$ cat src/rtl/cpu.sv
// cpu: single-cycle 32-bit core with a 19-bit instruction word.
//   CLK          in   system clock, all state commits on the rising edge
//   RESET        in   asynchronous active-high reset (PC and R0..R15 cleared)
//   PC      [31:0] out  word index of the instruction being executed
//   INSTRUCTION [18:0] in  instruction at PC from a combinational memory
// Decode, register reads and the ALU are combinational; write-back and the
// PC update land together on each rising edge, so the next instruction sees
// the result and a same-cycle read of the destination returns the old value.
module cpu #(
  parameter logic [31:0] RESET_PC = 32'd0,
  parameter int          NREGS    = 16
) (
  input  logic        CLK,
  input  logic        RESET,
  output logic [31:0] PC,
  input  logic [18:0] INSTRUCTION
);

  localparam logic [3:0] OP_ADD   = 4'h1;
  localparam logic [3:0] OP_SUB   = 4'h2;
  localparam logic [3:0] OP_AND   = 4'h3;
  localparam logic [3:0] OP_OR    = 4'h4;
  localparam logic [3:0] OP_XOR   = 4'h5;
  localparam logic [3:0] OP_SLL   = 4'h6;
  localparam logic [3:0] OP_SRL   = 4'h7;
  localparam logic [3:0] OP_LOADI = 4'h8;
  localparam logic [3:0] OP_MOV   = 4'h9;
  localparam logic [3:0] OP_ADDI  = 4'hA;
  localparam logic [3:0] OP_BEQ   = 4'hB;
  localparam logic [3:0] OP_JMP   = 4'hC;
  localparam logic [3:0] OP_BNE   = 4'hD;
  localparam logic [3:0] OP_SLT   = 4'hE;

  logic [31:0] r_pc;
  logic [31:0] r_regs [NREGS];

  logic [3:0]  w_op, w_rd, w_rs1, w_rs2;
  logic [31:0] w_imm11, w_imm7, w_off15;
  logic [31:0] w_a, w_b, w_d;
  logic [31:0] w_pc_inc;
  logic        w_we;
  logic [31:0] w_wdata;
  logic [31:0] w_next_pc;

  assign w_op    = INSTRUCTION[18:15];
  assign w_rd    = INSTRUCTION[14:11];
  assign w_rs1   = INSTRUCTION[10:7];
  assign w_rs2   = INSTRUCTION[6:3];
  assign w_imm11 = {{21{INSTRUCTION[10]}}, INSTRUCTION[10:0]};
  assign w_imm7  = {{25{INSTRUCTION[6]}},  INSTRUCTION[6:0]};
  assign w_off15 = {{17{INSTRUCTION[14]}}, INSTRUCTION[14:0]};

  // Branches compare the rd field as a source, so three read ports.
  assign w_a = r_regs[w_rs1];
  assign w_b = r_regs[w_rs2];
  assign w_d = r_regs[w_rd];

  assign w_pc_inc = r_pc + 32'd1;
  assign PC       = r_pc;

  always_comb begin
    w_we      = 1'b0;
    w_wdata   = '0;
    w_next_pc = w_pc_inc;
    case (w_op)
      OP_ADD:   begin w_we = 1'b1; w_wdata = w_a + w_b;         end
      OP_SUB:   begin w_we = 1'b1; w_wdata = w_a - w_b;         end
      OP_AND:   begin w_we = 1'b1; w_wdata = w_a & w_b;         end
      OP_OR:    begin w_we = 1'b1; w_wdata = w_a | w_b;         end
      OP_XOR:   begin w_we = 1'b1; w_wdata = w_a ^ w_b;         end
      OP_SLL:   begin w_we = 1'b1; w_wdata = w_a << w_b[4:0];   end
      OP_SRL:   begin w_we = 1'b1; w_wdata = w_a >> w_b[4:0];   end
      OP_LOADI: begin w_we = 1'b1; w_wdata = w_imm11;           end
      OP_MOV:   begin w_we = 1'b1; w_wdata = w_a;               end
      OP_ADDI:  begin w_we = 1'b1; w_wdata = w_a + w_imm7;      end
      OP_SLT:   begin
        w_we    = 1'b1;
        w_wdata = {31'd0, $signed(w_a) < $signed(w_b)};
      end
      OP_BEQ:   if (w_d == w_a) w_next_pc = w_pc_inc + w_imm7;
      OP_BNE:   if (w_d != w_a) w_next_pc = w_pc_inc + w_imm7;
      OP_JMP:   w_next_pc = w_pc_inc + w_off15;
      default:  ; // 0000 and 1111 are NOPs
    endcase
  end

  always_ff @(posedge CLK or posedge RESET) begin
    if (RESET) begin
      r_pc <= RESET_PC;
      for (int i = 0; i < NREGS; i++) r_regs[i] <= '0;
    end else begin
      r_pc <= w_next_pc;
      if (w_we) r_regs[w_rd] <= w_wdata;
    end
  end

endmodule

$ cat config.mk
export PLATFORM = sky130hd
export DESIGN_NAME = cpu
export DESIGN_NICKNAME = d
export VERILOG_FILES = /design/src/rtl/cpu.sv
export SDC_FILE = /design/constraint.sdc
export NUM_CORES = 2
export LEC_CHECK = 0
export CAP_MARGIN = 25
export CORE_ASPECT_RATIO = 0.9
export CORE_UTILIZATION = 55
export DETAILED_ROUTE_END_ITERATION = 10
export PLACE_DENSITY = 0.71
export SLEW_MARGIN = 20
export SYNTH_ARGS = -nofsm -noshare
export SYNTH_HDL_FRONTEND = slang
export SYNTH_SLANG_ARGS = --single-unit
$ cat constraint.sdc
create_clock -name CLK -period 22.7 [get_ports CLK]
set_input_delay 3.405 -clock CLK [delete_from_list [all_inputs] [get_ports CLK]]
set_output_delay 3.405 -clock CLK [all_outputs]
set_load 0.005 [all_outputs]
==> impl_results.md <==
* Status: completed
* Cell with the largest stage delay on the worst path: sky130_fd_sc_hd__buf_4
* CP arrival at 10,630 ps
* Design internal power at 3.37 mW
* Area of the mapped netlist at 44,600 µm²
* Share of total power in combinational logic at 56.7%
* Critical Path Max Stage Delay at 780 ps
* Y dimension of the die at 272 µm
* HPWL after detailed placement at 113,000 µm
* Slew Limit Headroom at 22.7%
* Signed area change from the synthesized netlist to the final layout at 6.94%
* Required @ worst endpoint at 23,290 ps
* HP Class: flop to flop
* Worst Setup End Kind: flop
* Final cell count without fillers at 5,261
* CTS tree: built
* Total Routing Usage GR at 39.9%
* Hold Path Depth at 2
* Clock edge transition at the registers on the reported setup and hold paths at 60 ps
* Clk Tree Root Cell: sky130_fd_sc_hd__clkbuf_16
* Fraction of the yosys area taken by sequential cells at 30.5%
* Hold Violations, Final at 0
* Residual DRC count at 0
* Cells along the critical path: buf_8 -> buf_4 -> buf_4 -> mux4_2 -> mux4_2 -> inv_1 -> o21ai_0 -> ha_1 -> and4_1 -> and3_1 -> nand4_1 -> nand2_1 -> a41oi_1 -> o41ai_1 -> a31oi_1 -> xor2_1 -> o221ai_2 -> mux2_2
* Crit start category: input port
* Met1 Usage GRT at 56.2%
* GRT Max-Usage Layer: met2
* Ratio of final minimum period to clock period at 44.2%
* Via count at 38,300
* First DRT Iteration DRCs at 5,215
* Total congestion overflow at 0
* Post-layout nets at 4,375
* Num CTS Buffers at 58
* ANT cells at 0
* Clock tree sinks at 544
* Avg Synthesized Cell Area at 10.4 µm²
* Via count of the first global-routing pass at 36,900
* Maximum level of the CTS H-tree at 2
* Overall routed net length at 163,000 µm
* Clock period minus worst slack at 10,040 ps
* Starting Density at 55.8%
* Ys Warns at 0
* Longest Clk Path Bufs at 3
* Net switching share of the total power at 45.9%
* Number of buffers inserted by hold repair at cts at 0
* Worst setup slack after layout at 12,660 ps
* Std-Cell Rows at 98
* Post-CTS Setup Repair Bufs at 0
* Final Slew Violations at 0
* Pin slew with the least headroom to its limit at 1160 ps
* Max-cap violations at 0
* Cell variety after synth at 104
* Share of power burned in the clock network at 16.2%
* Setup Slack @ Placement at 12,030 ps
* Sequential Area at 13,600 µm²
* Nets in the synthesized netlist at 4,502
* Die area at 82,300 µm²
* Worst Clk Skew at 58.3 ps
* Share of layout cells above drive strength 1 at 22.0%
* Global routing usage on met3 at 10.8%
* Switching power at 2.86 mW
* Number of antenna violations at the first check in global routing at 2
* Number of endpoints failing setup at the final stage at 0
* Synth Instances at 4,294
* Clk_lat worst skew at 690 ps
* Drt first pass iters at 7
* Worst voltage drop across the vdd grid at 0.0744 mV
* Die X-Extent at 302 µm
* Highest clock rate at 99.6 MHz
* Static Leakage at 20.0 nW
* Post-synthesis register bit count at 544
* CORE AREA at 79,900 µm²
* GP Congestion at 1.09
* Input/output buffers at 52
* Number of nets with antenna violations after routing at 0
* Number of flops mapped to enable cells by yosys at 0
* FILL cells at 6,731
* Post-detailed-route wirelength per cell at 31.1 µm
* Minimum hold slack at 517 ps
* Pin count of the biggest net entering global routing at 130
* Count of cells resized by post-cts repair at 0
* Critical path peak fanout at 57
* Number of placed instances with taps included at 5,150
* Met2 layer usage reported by global route at 57.4%
* Seq pwr share at 27.0%
* Unrepaired setup endpoints after global routing: no
* Crit path kind: input port to flop
* IO Count at 53
* Post-synth top flop: sky130_fd_sc_hd__dfrtp_1
* Combined area of the multi-input logic cells at 28,900 µm²
* Async S/R FF share, synth at 100%
* Total Neg Setup Slack at 0 ps
* Average via count per standard cell at 7.29
* Wire length of the first global-routing pass at 244,000 µm
* Worst r2r path cells at 15
* Power density normalized to cell area at 131 nW/µm²
[power groups by stage]
stage / registers, mW / logic, mW / clock network (mW)
global route: 1.73 / 3.74 / 1.06
floorplan: 1.56 / 2.50 / 0
detailed placement: 1.68 / 3.41 / 0
CTS: 1.66 / 3.42 / 1.02
global placement: 1.65 / 3.38 / 0
finish: 1.68 / 3.54 / 1.01
[metal layers]
metal / routed length, µm / up-vias
met5: 0 / -
met4: 8720 / 0
met3: 19400 / 486
li1: - / 16100
met1: 65200 / 19300
met2: 70100 / 2450
[cell usage after synthesis, types with 23 or more instances]
master                       n  area (µm²)
sky130_fd_sc_hd__a211oi_1   27         203
sky130_fd_sc_hd__nand4_1    28         175
sky130_fd_sc_hd__ha_1      184        2300
sky130_fd_sc_hd__mux2_2    199        2240
sky130_fd_sc_hd__a22o_1     34         298
sky130_fd_sc_hd__inv_1     137         514
sky130_fd_sc_hd__and3_1     23         144
sky130_fd_sc_hd__nor2b_1    24         150
sky130_fd_sc_hd__a21oi_1   213        1070
sky130_fd_sc_hd__dfrtp_1   544       13600
sky130_fd_sc_hd__a31oi_1    35         219
sky130_fd_sc_hd__xor2_1     75         657
sky130_fd_sc_hd__o221ai_1   29         254
sky130_fd_sc_hd__o21ai_0   356        1780
sky130_fd_sc_hd__nand3_1    53         265
sky130_fd_sc_hd__mux4_2    406        9140
sky130_fd_sc_hd__a21o_1     60         450
sky130_fd_sc_hd__clkbuf_1  199         747
sky130_fd_sc_hd__a221oi_1   56         490
sky130_fd_sc_hd__buf_2      62         310
sky130_fd_sc_hd__mux2i_1    75         751
sky130_fd_sc_hd__o21ai_1    67         335
sky130_fd_sc_hd__xnor2_1    85         744
sky130_fd_sc_hd__nand2b_1   31         194
sky130_fd_sc_hd__o211ai_1   46         345
sky130_fd_sc_hd__nor3_1     53         265
sky130_fd_sc_hd__nand2_1   528        1980
sky130_fd_sc_hd__buf_6      25         282
sky130_fd_sc_hd__a22oi_1    94         706
sky130_fd_sc_hd__nor2_1    196         736
[final cells by class]
cell class | instances | area share (%)
multi-input cells | 3267 | 60.5
flip-flops and latches | 544 | 28.5
clock buffers | 84 | 3.54
repair buffers | 156 | 3.01
well taps | 1050 | 2.75
inverters | 140 | 1.13
clock inverters | 20 | 0.608
[worst paths after layout]
kind / slack, ps / to / startpoint
max: 12660 / r_regs[383] / INSTRUCTION[3]
max in group asynchronous: 16270 / PC[23] / RESET
max reg2reg: 16400 / r_regs[79] / r_regs[385]
min: 520 / r_regs[429] / r_regs[429]
min reg2reg: 520 / r_regs[429] / r_regs[429]
min in group asynchronous: 3290 / r_regs[258] / RESET
[kinds of logic after synthesis]
logic type                 share of synthesized area [%]
AOI/OAI and AO/OA                                   17.9
and+or+nand+nor                                     10.0
muxes                                               27.9
DFF                                                 30.5
buffers and inverters                               5.25
adders and majority gates                           5.29
xor gates and xnor gates                            3.14
[flip-flops by register name, summed over array words and instances (netlist names)]
register  cells
PC           32
r_regs      512
[stage by stage]
stage	area (µm²)	total power, mW	utilization, %
3_3_place_gp	45600	5.03	57.0
2_1_floorplan	44600	4.06	-
4_1_cts	47600	6.11	59.5
5_1_grt	47700	6.53	59.7
6_report	47700	6.23	59.7
3_5_place_dp	45600	5.08	57.1
[worst max-delay path, delay by kind of cell]
kind            cells  cell delay, ps
buf+inv             4            2120
simple gates        4             890
mux                 3            1460
fa+ha+maj           1             430
xor+xnor            1             200
compound gates      5            2030
[cell usage in the layout, fill, tap and decap left out, types with 17 or more instances in the layout]
cell                              instances
sky130_fd_sc_hd__ha_1                   184
sky130_fd_sc_hd__o21ai_1                 67
sky130_fd_sc_hd__inv_1                  136
sky130_fd_sc_hd__nor2b_1                 20
sky130_fd_sc_hd__o211ai_1                46
sky130_fd_sc_hd__a31oi_1                 35
sky130_fd_sc_hd__o221ai_1                28
sky130_fd_sc_hd__nor3_1                  45
sky130_fd_sc_hd__nor2_1                 191
sky130_fd_sc_hd__nand2b_1                31
sky130_fd_sc_hd__clkdlybuf4s50_1         44
sky130_fd_sc_hd__o21ai_0                356
sky130_fd_sc_hd__o2111ai_1               19
sky130_fd_sc_hd__nand2_2                 26
sky130_fd_sc_hd__nand3_1                 53
sky130_fd_sc_hd__dfrtp_1                544
sky130_fd_sc_hd__a21oi_1                212
sky130_fd_sc_hd__mux2_2                 199
sky130_fd_sc_hd__mux4_2                 405
sky130_fd_sc_hd__o22ai_1                 21
sky130_fd_sc_hd__a22o_1                  34
sky130_fd_sc_hd__a21o_1                  60
sky130_fd_sc_hd__a211oi_1                25
sky130_fd_sc_hd__nand4_1                 28
sky130_fd_sc_hd__a22oi_1                 94
sky130_fd_sc_hd__o21bai_1                17
sky130_fd_sc_hd__mux2i_1                 75
sky130_fd_sc_hd__xnor2_1                 85
sky130_fd_sc_hd__and3_1                  23
sky130_fd_sc_hd__clkbuf_16               58
sky130_fd_sc_hd__nand2_1                512
sky130_fd_sc_hd__xor2_1                  75
sky130_fd_sc_hd__a221oi_1                56
sky130_fd_sc_hd__buf_4                   93
(Power assumes the default switching activity.)
